[src/rtl/hwag_enc_pkg.sv]
// Shared definitions for the 16-to-4 event encoder.
//   enc_state_e : presenter state (IDLE, PRESENT)
//   ENC_IN_W    : number of event lines
//   ENC_CODE_W  : width of an event index
//   code_add    : index addition modulo ENC_IN_W
package hwag_enc_pkg;

    localparam int unsigned ENC_IN_W   = 16;
    localparam int unsigned ENC_CODE_W = 4;

    typedef enum logic {
        IDLE,
        PRESENT
    } enc_state_e;

    // ENC_IN_W is a power of two, so plain truncation gives the modulo.
    function automatic logic [ENC_CODE_W-1:0] code_add(input logic [ENC_CODE_W-1:0] a,
                                                       input logic [ENC_CODE_W-1:0] b);
        return a + b;
    endfunction

endpackage

[src/rtl/priority_encoder_16_4.sv]
// Combinational 16-to-4 priority encoder; the lowest set bit wins.
//   in   : request vector
//   code : index of the lowest set bit (0 when nothing is set)
//   any  : at least one bit of in is set
module priority_encoder_16_4
    import hwag_enc_pkg::*;
(
    input  logic [ENC_IN_W-1:0]   in,
    output logic [ENC_CODE_W-1:0] code,
    output logic                  any
);

    always_comb begin
        code = '0;
        any  = |in;
        // Scan downwards so the lowest set index is the last one written.
        for (int i = ENC_IN_W - 1; i >= 0; i--) begin
            if (in[i]) begin
                code = ENC_CODE_W'(i);
            end
        end
    end

endmodule

[src/rtl/event_encoder_16_4.sv]
// Event encoder: captures events on 16 request lines into a pending register, and
// presents one eligible (pending & mask) event at a time as a 4-bit code with a
// valid/ack handshake. Re-arrival of a pending event sets a sticky overrun flag.
//   EDGE        : 1 = rising-edge capture, 0 = level capture
//   clk         : clock, rising edge
//   n_rst       : asynchronous active-low reset
//   in          : event request lines
//   mask        : per-line eligibility
//   out_code    : index of the presented event
//   out_valid   : out_code holds a valid event
//   out_ack     : consumer accepts the presented event
//   pending     : latched, unserviced events
//   overrun     : sticky, an event re-arrived while pending (edge mode only)
//   overrun_clr : clears overrun
// Build option: define EVENT_ENCODER_ROUND_ROBIN_EN for round-robin arbitration;
// otherwise the lowest eligible index always wins.
module event_encoder_16_4
    import hwag_enc_pkg::*;
#(
    parameter bit EDGE = 1'b1
) (
    input  logic                  clk,
    input  logic                  n_rst,
    input  logic [ENC_IN_W-1:0]   in,
    input  logic [ENC_IN_W-1:0]   mask,
    output logic [ENC_CODE_W-1:0] out_code,
    output logic                  out_valid,
    input  logic                  out_ack,
    output logic [ENC_IN_W-1:0]   pending,
    output logic                  overrun,
    input  logic                  overrun_clr
);

    enc_state_e            state_q;
    logic [ENC_CODE_W-1:0] out_code_q;
    logic                  out_valid_q;
    logic [ENC_IN_W-1:0]   in_d_q;
    logic                  armed_q;
    logic [ENC_IN_W-1:0]   pending_q, pending_d;
    logic                  overrun_q, overrun_d;

    logic [ENC_IN_W-1:0]   set, clr, eligible, rotated;
    logic                  accept;
    logic [ENC_CODE_W-1:0] offset, enc_code, win_code;
    logic                  enc_any;

`ifdef EVENT_ENCODER_ROUND_ROBIN_EN
    logic [ENC_CODE_W-1:0] last_q;
    assign offset = code_add(last_q, ENC_CODE_W'(1));
`else
    assign offset = '0;
`endif

    // Capture. armed_q is low for the first edge after reset so that a line
    // already high at reset release is loaded into in_d_q rather than seen as
    // a fresh rising edge.
    always_comb begin
        set = '0;
        if (!EDGE) begin
            set = in;
        end else if (armed_q) begin
            set = in & ~in_d_q;
        end
    end

    assign accept = (state_q == PRESENT) && out_ack;

    always_comb begin
        clr = '0;
        if (accept) begin
            clr[out_code_q] = 1'b1;
        end
    end

    // A simultaneous set wins over clr, and only counts as overrun if the bit
    // was pending and not being serviced this cycle.
    always_comb begin
        pending_d = (pending_q & ~clr) | set;
        overrun_d = (EDGE && (|(set & pending_q & ~clr))) || (overrun_q && !overrun_clr);
    end

    // Arbitration: rotate the eligible vector right by offset, pick the lowest
    // bit, then add the offset back to recover the real index.
    assign eligible = pending_q & mask;

    always_comb begin
        for (int i = 0; i < ENC_IN_W; i++) begin
            rotated[i] = eligible[code_add(ENC_CODE_W'(i), offset)];
        end
    end

    priority_encoder_16_4 u_prio (
        .in   (rotated),
        .code (enc_code),
        .any  (enc_any)
    );

    assign win_code = code_add(enc_code, offset);

    always_ff @(posedge clk or negedge n_rst) begin
        if (!n_rst) begin
            in_d_q    <= '0;
            armed_q   <= 1'b0;
            pending_q <= '0;
            overrun_q <= 1'b0;
        end else begin
            in_d_q    <= in;
            armed_q   <= 1'b1;
            pending_q <= pending_d;
            overrun_q <= overrun_d;
        end
    end

    always_ff @(posedge clk or negedge n_rst) begin
        if (!n_rst) begin
            state_q     <= IDLE;
            out_code_q  <= '0;
            out_valid_q <= 1'b0;
`ifdef EVENT_ENCODER_ROUND_ROBIN_EN
            last_q      <= ENC_CODE_W'(ENC_IN_W - 1);
`endif
        end else begin
            case (state_q)
                IDLE: begin
                    if (enc_any) begin
                        out_code_q  <= win_code;
                        out_valid_q <= 1'b1;
                        state_q     <= PRESENT;
                    end
                end
                PRESENT: begin
                    if (out_ack) begin
                        out_valid_q <= 1'b0;
                        state_q     <= IDLE;
`ifdef EVENT_ENCODER_ROUND_ROBIN_EN
                        last_q      <= out_code_q;
`endif
                    end
                end
            endcase
        end
    end

    assign out_code  = out_code_q;
    assign out_valid = out_valid_q;
    assign pending   = pending_q;
    assign overrun   = overrun_q;

endmodule

[config.mk]
export PLATFORM = sky130hd
export DESIGN_NAME = event_encoder_16_4
export DESIGN_NICKNAME = d
export VERILOG_FILES = /design/src/rtl/hwag_enc_pkg.sv /design/src/rtl/priority_encoder_16_4.sv /design/src/rtl/event_encoder_16_4.sv
export SDC_FILE = /design/constraint.sdc
export NUM_CORES = 1
export LEC_CHECK = 0
export ABC_AREA = 1
export CORE_MARGIN = 3
export CORE_UTILIZATION = 40
export DETAILED_ROUTE_END_ITERATION = 8
export HOLD_SLACK_MARGIN = 0.08
export PLACE_DENSITY = 0.69
export SLEW_MARGIN = 5
export SYNTH_ARGS = -nofsm -noshare
export SYNTH_HDL_FRONTEND = slang
export SYNTH_HIERARCHICAL = 1
export SYNTH_SLANG_ARGS = --single-unit
[constraint.sdc]
create_clock -name clk -period 3 [get_ports clk]
set_input_delay 0.6 -clock clk [delete_from_list [all_inputs] [get_ports clk]]
set_output_delay 0.6 -clock clk [all_outputs]
set_load 0.05 [all_outputs]
==> impl_metrics.xml, run 1 <==
<?xml version="1.0" encoding="UTF-8"?>
<metrics>
  <group name="timing">
    <metric name="rsz0062_at_grt" unit="">no</metric>
    <metric name="final_min_period_over_clock_period" unit="%">73.0</metric>
    <metric name="timing.final.crit_period" unit="ns">2.19</metric>
    <metric name="achievable-frequency" unit="GHz">0.456</metric>
    <metric name="final.setup.tns" unit="ns">0</metric>
    <metric name="hold_ws" unit="ns">0.429</metric>
    <metric name="hold_violations" unit="">0</metric>
    <metric name="timing_max_transition_violations_final" unit="">0</metric>
    <metric name="final.setup_skew" unit="ns">0.00564</metric>
    <metric name="finalSetupViolations" unit="">0</metric>
    <metric name="worstMarginPinSlew" unit="ns">0.890</metric>
    <metric name="slew_headroom" unit="%">40.7</metric>
  </group>
  <group name="global_routing">
    <metric name="global_route.usage.total" unit="%">16.4</metric>
    <metric name="grt_util_met2" unit="%">27.1</metric>
    <metric name="grt_antenna_before_repair" unit="">0</metric>
    <metric name="global_route.overflow_total" unit="">0</metric>
    <metric name="first_pass_grt_wire_length" unit="um">7900</metric>
    <metric name="grtUsageMet3" unit="%">4.06</metric>
    <metric name="globalRouteMet1Util" unit="%">21.9</metric>
    <metric name="busiest_layer" unit="">met2</metric>
    <metric name="grt_max_degree" unit="">41</metric>
    <metric name="first_global_vias" unit="">1779</metric>
  </group>
  <group name="route">
    <metric name="detail_route.iter0.violations" unit="">91</metric>
    <metric name="vias_per_cell" unit="">4.46</metric>
    <metric name="routed_wl" unit="um">4730</metric>
    <metric name="route.detailed.drc" unit="">0</metric>
    <metric name="dr.pass1.iters" unit="">4</metric>
    <metric name="routed_wire_length_per_instance" unit="um">11.3</metric>
    <metric name="route.vias.total" unit="">1864</metric>
    <metric name="final_antenna_net_count" unit="">0</metric>
  </group>
  <group name="pwr">
    <metric name="power_per_cell_area" unit="nW/um2">914</metric>
    <metric name="worst_ir_drop_vdd" unit="mV">0.585</metric>
    <metric name="power.leakage" unit="nW">1.52</metric>
    <metric name="total_power_consumption_of_the_routed_design" unit="mW">2.55</metric>
  </group>
  <group name="worst_setup_path">
    <metric name="critPathMaxStageDelay" unit="ns">0.84</metric>
    <metric name="worst_ep_arrival_time" unit="ns">1.59</metric>
    <metric name="startpoint_type" unit="">flip-flop</metric>
    <metric name="timing.critical_path.max_delay_family" unit="">buffers and inverters</metric>
    <metric name="cp.buffers_inverters" unit="">1</metric>
    <metric name="cell_by_cell_trace_of_the_critical_path" unit="">clkdlybuf4s50_1</metric>
    <metric name="crit_type" unit="">flip-flop to output pin</metric>
    <metric name="critical_path.max_fanout" unit="">5</metric>
    <metric name="end_kind" unit="">output pin</metric>
    <metric name="crit_required" unit="ns">2.40</metric>
    <metric name="crit_path_top_delay_cell" unit="">sky130_fd_sc_hd__clkdlybuf4s50_1</metric>
  </group>
  <group name="die">
    <metric name="placeable_core_area" unit="um2">4850</metric>
    <metric name="chipWidth" unit="um">77.9</metric>
    <metric name="num_rows" unit="">25</metric>
    <metric name="io-pin-count" unit="">58</metric>
    <metric name="floorplan.die.height" unit="um">77.9</metric>
    <metric name="dieArea" unit="um2">6060</metric>
    <metric name="floorplan.initialDensity" unit="%">42.6</metric>
  </group>
  <group name="finish">
    <metric name="number_of_antenna_repair_diodes" unit="">0</metric>
    <metric name="fin_nets" unit="">386</metric>
    <metric name="area.growth.synth_to_final" unit="%">35.1</metric>
    <metric name="final_standard_cell_area_without_fillers" unit="um2">2790</metric>
    <metric name="drive_gt1_share" unit="%">6.84</metric>
  </group>
  <group name="clock_network">
    <metric name="cts.clk_slew.worst_paths" unit="ns">0.08</metric>
    <metric name="clock-root-buffer" unit="">sky130_fd_sc_hd__clkbuf_8</metric>
    <metric name="max-clock-path-buffers" unit="">2</metric>
    <metric name="cts_hold_repair.buffers" unit="">0</metric>
    <metric name="clock_insertion_delay_worst_skew" unit="ns">0.29</metric>
    <metric name="numClockSinks" unit="">40</metric>
    <metric name="cts_resized" unit="">0</metric>
    <metric name="tritoncts" unit="">yes</metric>
    <metric name="clock_buffers_created_by_tritoncts" unit="">5</metric>
    <metric name="cts.repair_timing.setup_buffer_count" unit="">0</metric>
    <metric name="cts_h_tree_depth" unit="">2</metric>
  </group>
  <group name="status">
    <metric name="run_status" unit="">finished clean</metric>
  </group>
  <group name="place">
    <metric name="place.detailed.hpwl" unit="um">3710</metric>
    <metric name="finalWeightedCongestion" unit="">0.841</metric>
    <metric name="placement.io_buffers" unit="">57</metric>
    <metric name="place_area" unit="um2">2700</metric>
  </group>
  <group name="synthesis">
    <metric name="syn-cell-area" unit="um2">2070</metric>
    <metric name="post-synth-top-count-cell" unit="">sky130_fd_sc_hd__nand2_1</metric>
    <metric name="number_of_standard_cells_after_synthesis" unit="">288</metric>
    <metric name="synth_area_leader_cell" unit="">sky130_fd_sc_hd__dfrtp_1</metric>
    <metric name="yosys-top-cells-count" unit="">sky130_fd_sc_hd__nand2_1 (105), sky130_fd_sc_hd__inv_1 (53), sky130_fd_sc_hd__dfrtp_1 (40)</metric>
    <metric name="avgSynthCellArea" unit="um2">7.17</metric>
    <metric name="synthesis.yosys.warnings" unit="">6</metric>
    <metric name="top_reg_cell_synth" unit="">sky130_fd_sc_hd__dfrtp_1</metric>
    <metric name="flops_latches_synth" unit="">40</metric>
    <metric name="synth_edf_count" unit="">0</metric>
    <metric name="synth_top_area_share" unit="%">48.5</metric>
    <metric name="synth_top_cells_by_area" unit="">sky130_fd_sc_hd__dfrtp_1 (48%), sky130_fd_sc_hd__nand2_1 (19%), sky130_fd_sc_hd__inv_1 (9.6%), sky130_fd_sc_hd__nor2_1 (5.5%), sky130_fd_sc_hd__nand3_1 (3.6%)</metric>
    <metric name="ys_seq_area_share" unit="%">48.5</metric>
    <metric name="synth_cell_type_count" unit="">21</metric>
    <metric name="asyncSetResetFlopFracSynth" unit="%">100</metric>
    <metric name="synth_fp_nets" unit="">324</metric>
  </group>
  <group name="job">
    <metric name="drv_cap" unit="">0</metric>
  </group>
  <group name="worst_hold_path">
    <metric name="timing.hold.worst.class" unit="">input port to asynchronous set/reset pin</metric>
  </group>
</metrics>
where the power goes:
group | switching [mW] | total (mW) | internal [mW]
registers | 0.157 | 0.843 | 0.686
clock network | 0.184 | 0.371 | 0.187
logic | 0.901 | 1.33 | 0.434
total | 1.24 | 2.55 | 1.31
cell type report:
cell class,count,area (um2)
Fill cell,443,2060
Sequential cell,40,1000
Multi-Input combinational cell,186,821
Timing Repair Buffer,57,566
Inverter,60,225
Clock buffer,7,86.3
Tap cell,67,83.8
Clock inverter,1,7.51
flip-flops by register name, indices dropped and copies added, names as in the netlist:
| name | count |
|---|---|
| state_q | 1 |
| armed_q | 1 |
| out_valid | 1 |
| out_code | 4 |
| pending | 16 |
| in_d_q | 16 |
| overrun | 1 |
stage by stage:
stage / setup slack, ns / util [%] / std cells
floorplan: 1.23 / - / 288
CTS: 0.800 / 57.5 / 418
global placement: 0.703 / 55.6 / 410
finish: 0.809 / 57.5 / 418
detailed placement: 0.624 / 55.6 / 410
global route: 0.702 / 57.5 / 418
routing by layer:
| layer | up-vias | share of wire [%] |
|---|---|---|
| li1 | 980 | - |
| met3 | 4 | 5.6 |
| met1 | 836 | 45 |
| met5 | - | 0 |
| met4 | 0 | 0.72 |
| met2 | 44 | 48 |
kinds of logic after synthesis:
family	count (synthesis)	synth area share [%]
simple gates	172	36.2
compound gates	13	3.33
flops	40	48.5
buf+inv	62	11.8
other cells	1	0.182
final timing paths:
kind	from	to	slack, ns	cells past startpoint
setup / recovery	out_code[3]	out_code[3]	0.81	1
hold / removal	n_rst	pending[14]	0.43	1
setup reg to reg	pending[14]	out_code[0]	1.23	8
hold reg to reg	in_d_q[10]	pending[10]	0.46	1
max in group asynchronous	n_rst	pending[6]	2.01	1
min in group clk	in_d_q[10]	pending[10]	0.46	1
cell usage in the layout (no fill, tap or decap), types with 2 or more instances in the layout:
master / synthesis / layout
sky130_fd_sc_hd__a21oi_1: 7 / 7
sky130_fd_sc_hd__clkbuf_8: 0 / 6
sky130_fd_sc_hd__clkdlybuf4s50_1: 0 / 56
sky130_fd_sc_hd__dfrtp_1: 40 / 40
sky130_fd_sc_hd__inv_1: 53 / 53
sky130_fd_sc_hd__inv_2: 7 / 7
sky130_fd_sc_hd__nand2_1: 105 / 105
sky130_fd_sc_hd__nand3_1: 15 / 15
sky130_fd_sc_hd__nand3b_1: 7 / 7
sky130_fd_sc_hd__nand4_1: 2 / 2
sky130_fd_sc_hd__nor2_1: 30 / 30
sky130_fd_sc_hd__nor2_2: 3 / 3
sky130_fd_sc_hd__nor2_4: 3 / 3
sky130_fd_sc_hd__nor3_1: 3 / 3
sky130_fd_sc_hd__o21ai_0: 5 / 5
Note: power is estimated with default switching activity, not from simulation.
==> run 2, diff against run 1 <==
--- a/config.mk
+++ b/config.mk
@@ -10,7 +10,7 @@
 export CORE_UTILIZATION = 40
 export DETAILED_ROUTE_END_ITERATION = 8
 export HOLD_SLACK_MARGIN = 0.08
-export PLACE_DENSITY = 0.69
+export PLACE_DENSITY = 0.71
 export SLEW_MARGIN = 5
 export SYNTH_ARGS = -nofsm -noshare
 export SYNTH_HDL_FRONTEND = slang
==> constraint.sdc (replaced) <==
create_clock -name clk -period 1.8 [get_ports clk]
set_input_delay 0.36 -clock clk [delete_from_list [all_inputs] [get_ports clk]]
set_output_delay 0.36 -clock clk [all_outputs]
set_load 0.05 [all_outputs]
==> run 2 against run 1 <==
  * First-iteration DRC count up 14%
  * Sequential share of layout area down 1.4 points
  * Critical endpoint is now out_code[0]
  * Clock power up 51%
  * Largest cell class unchanged
  * Hold slack better by 0.029 ns
  * Non-clock buffer count up 18
==> impl_metrics.xml, run 2 (synthesized netlist as in run 1, its figures left out) <==
<?xml version="1.0" encoding="UTF-8"?>
<metrics>
  <group name="global_routing">
    <metric name="grt_max_degree" unit="">24</metric>
    <metric name="first_global_vias" unit="">1814</metric>
    <metric name="global_route.overflow_total" unit="">0</metric>
    <metric name="global_route.usage.total" unit="%">16.9</metric>
    <metric name="first_pass_grt_wire_length" unit="um">7890</metric>
    <metric name="grt_antenna_before_repair" unit="">0</metric>
  </group>
  <group name="clock_network">
    <metric name="max-clock-path-buffers" unit="">2</metric>
    <metric name="cts.clk_slew.worst_paths" unit="ns">0.07</metric>
    <metric name="cts.repair_timing.setup_buffer_count" unit="">0</metric>
    <metric name="cts_h_tree_depth" unit="">2</metric>
    <metric name="clock_insertion_delay_worst_skew" unit="ns">0.29</metric>
    <metric name="numClockSinks" unit="">40</metric>
    <metric name="clock_buffers_created_by_tritoncts" unit="">5</metric>
    <metric name="clock-root-buffer" unit="">sky130_fd_sc_hd__clkbuf_8</metric>
    <metric name="tritoncts" unit="">yes</metric>
  </group>
  <group name="worst_setup_path">
    <metric name="end_kind" unit="">flip-flop</metric>
    <metric name="crit_path_top_delay_cell" unit="">sky130_fd_sc_hd__clkdlybuf4s50_1</metric>
    <metric name="startpoint_type" unit="">input port</metric>
    <metric name="timing.reg2reg.setup_slack" unit="ns">0.20</metric>
    <metric name="crit_type" unit="">input port to flip-flop</metric>
    <metric name="critPathMaxStageDelay" unit="ns">0.45</metric>
    <metric name="crit_required" unit="ns">2.02</metric>
    <metric name="worst_ep_arrival_time" unit="ns">1.89</metric>
    <metric name="path_common_cell" unit="">sky130_fd_sc_hd__nand2_1</metric>
    <metric name="critical_path.max_fanout" unit="">3</metric>
    <metric name="cell_by_cell_trace_of_the_critical_path" unit="">clkdlybuf4s50_1 &gt; nand2_1 &gt; inv_2 &gt; inv_1 &gt; nand2_1 &gt; nand2_1 &gt; nand2_1 &gt; nand2_1 &gt; nand2_1 &gt; nand2_1 &gt; nand2_1 &gt; nand2_1 &gt; nand2_1 &gt; nand2_1 &gt; nand2_1 &gt; nand2_1 &gt; a21oi_2 &gt; nor2_1 &gt; a21oi_1</metric>
  </group>
  <group name="die">
    <metric name="num_rows" unit="">25</metric>
    <metric name="dieArea" unit="um2">6060</metric>
    <metric name="placeable_core_area" unit="um2">4850</metric>
    <metric name="floorplan.die.height" unit="um">77.9</metric>
    <metric name="chipWidth" unit="um">77.9</metric>
    <metric name="floorplan.initialDensity" unit="%">42.6</metric>
    <metric name="io-pin-count" unit="">58</metric>
  </group>
  <group name="timing">
    <metric name="final_min_period_over_clock_period" unit="%">92.4</metric>
    <metric name="worstMarginPinSlew" unit="ns">0.603</metric>
    <metric name="timing_max_transition_violations_final" unit="">0</metric>
    <metric name="hold_ws" unit="ns">0.457</metric>
    <metric name="final.setup.tns" unit="ns">0</metric>
    <metric name="slew_headroom" unit="%">59.8</metric>
    <metric name="finalSetupViolations" unit="">0</metric>
    <metric name="final.setup_skew" unit="ns">0.00317</metric>
    <metric name="achievable-frequency" unit="GHz">0.601</metric>
    <metric name="hold_violations" unit="">0</metric>
    <metric name="setup_slack" unit="ns">0.136</metric>
    <metric name="timing.final.crit_period" unit="ns">1.66</metric>
  </group>
  <group name="place">
    <metric name="placement.io_buffers" unit="">57</metric>
    <metric name="place.detailed.hpwl" unit="um">3820</metric>
    <metric name="finalWeightedCongestion" unit="">0.848</metric>
    <metric name="placed_cells" unit="">427</metric>
    <metric name="pre_cts_ws" unit="ns">-0.316</metric>
  </group>
  <group name="route">
    <metric name="dr.pass1.iters" unit="">4</metric>
    <metric name="route.vias.total" unit="">1916</metric>
    <metric name="detail_route.iter0.violations" unit="">104</metric>
    <metric name="routed_wire_length_per_instance" unit="um">11.1</metric>
    <metric name="vias_per_cell" unit="">4.40</metric>
    <metric name="final_antenna_net_count" unit="">0</metric>
    <metric name="route.detailed.drc" unit="">0</metric>
    <metric name="routed_wl" unit="um">4840</metric>
  </group>
  <group name="pwr">
    <metric name="power_per_cell_area" unit="nW/um2">1460</metric>
    <metric name="worst_ir_drop_vdd" unit="mV">0.963</metric>
    <metric name="total_power_consumption_of_the_routed_design" unit="mW">4.24</metric>
    <metric name="power.leakage" unit="nW">1.61</metric>
  </group>
  <group name="finish">
    <metric name="layoutNonFillerInstCount" unit="">435</metric>
    <metric name="area.growth.synth_to_final" unit="%">40.4</metric>
    <metric name="fin_nets" unit="">404</metric>
    <metric name="drive_gt1_share" unit="%">18.5</metric>
    <metric name="ff_latch_area" unit="um2">1000</metric>
    <metric name="final.fill_count" unit="">454</metric>
    <metric name="number_of_antenna_repair_diodes" unit="">0</metric>
    <metric name="layout.cells.most_common_list" unit="">sky130_fd_sc_hd__nand2_1 (104), sky130_fd_sc_hd__inv_1 (51), sky130_fd_sc_hd__dfrtp_1 (40)</metric>
    <metric name="multiInputGateArea" unit="um2">852</metric>
    <metric name="layout_commonest_cell" unit="">sky130_fd_sc_hd__nand2_1</metric>
  </group>
  <group name="worst_hold_path">
    <metric name="timing.hold.worst.class" unit="">flip-flop to flip-flop</metric>
  </group>
  <group name="job">
    <metric name="drv_cap" unit="">0</metric>
  </group>
  <group name="status">
    <metric name="run_status" unit="">finished clean</metric>
  </group>
</metrics>
[run 2: changes by cell type in the layout (fill, tap and decap cells not counted), moves of 2 or more]
cell and delta:
sky130_fd_sc_hd__buf_4 +38, sky130_fd_sc_hd__clkdlybuf4s50_1 -22, sky130_fd_sc_hd__inv_1 -2, sky130_fd_sc_hd__inv_2 +2
[run 2: final timing paths]
kind | start | endpoint | depth (start not counted)
worst min-delay path | in_d_q[7] | pending[7] | 1
max in group asynchronous | n_rst | pending[7] | 3
min in group asynchronous | n_rst | pending[5] | 2
worst max-delay path | mask[13] | out_code[0] | 19
worst min register to register | in_d_q[7] | pending[7] | 1
worst max register to register | pending[15] | out_code[1] | 8
[run 2: final cells by class]
| cell class | count | area share (%) |
|---|---|---|
| Clock inverter | 1 | 0.173 |
| Timing Repair Buffer | 75 | 22.8 |
| Tap cell | 67 | 2.89 |
| Multi-Input combinational cell | 186 | 29.4 |
| Clock buffer | 6 | 2.50 |
| Inverter | 60 | 7.77 |
| Sequential cell | 40 | 34.5 |
[run 2: power by group]
part	internal [mW]	switching, mW
sequential	1.14	0.257
combinational	0.736	1.54
clock	0.263	0.297
total	2.14	2.09
[run 2: worst max-delay path: cells and delay by family]
kind | cells | cell delay (ns)
compound gates | 2 | 0.22
simple gates | 14 | 0.69
buf+inv | 3 | 0.62
[run 2: layer usage]
layer	part of all wire, %	up-vias	global-route usage [%]
met1	44	851	20.4
met2	48	43	28.9
li1	-	1014	-
met4	1.5	0	5.87
met3	5.8	8	4.41
met5	0	-	0
[run 2: repair_timing]
item | 4_1_cts | 5_1_grt
setup endpoints to repair | 2 | 5
hold endpoints to repair | 17 | 0
cloned | 0 | 0
hold buffers | 1 | 0
resized for setup | 1 | 7
[run 2: stage by stage]
stage                     util, %  cell area [um2]
after global placement       57.4             2780
after detailed placement     57.4             2780
after global routing         59.8             2900
after CTS                    59.2             2870
final                        59.8             2900
after floorplan                 -             2070
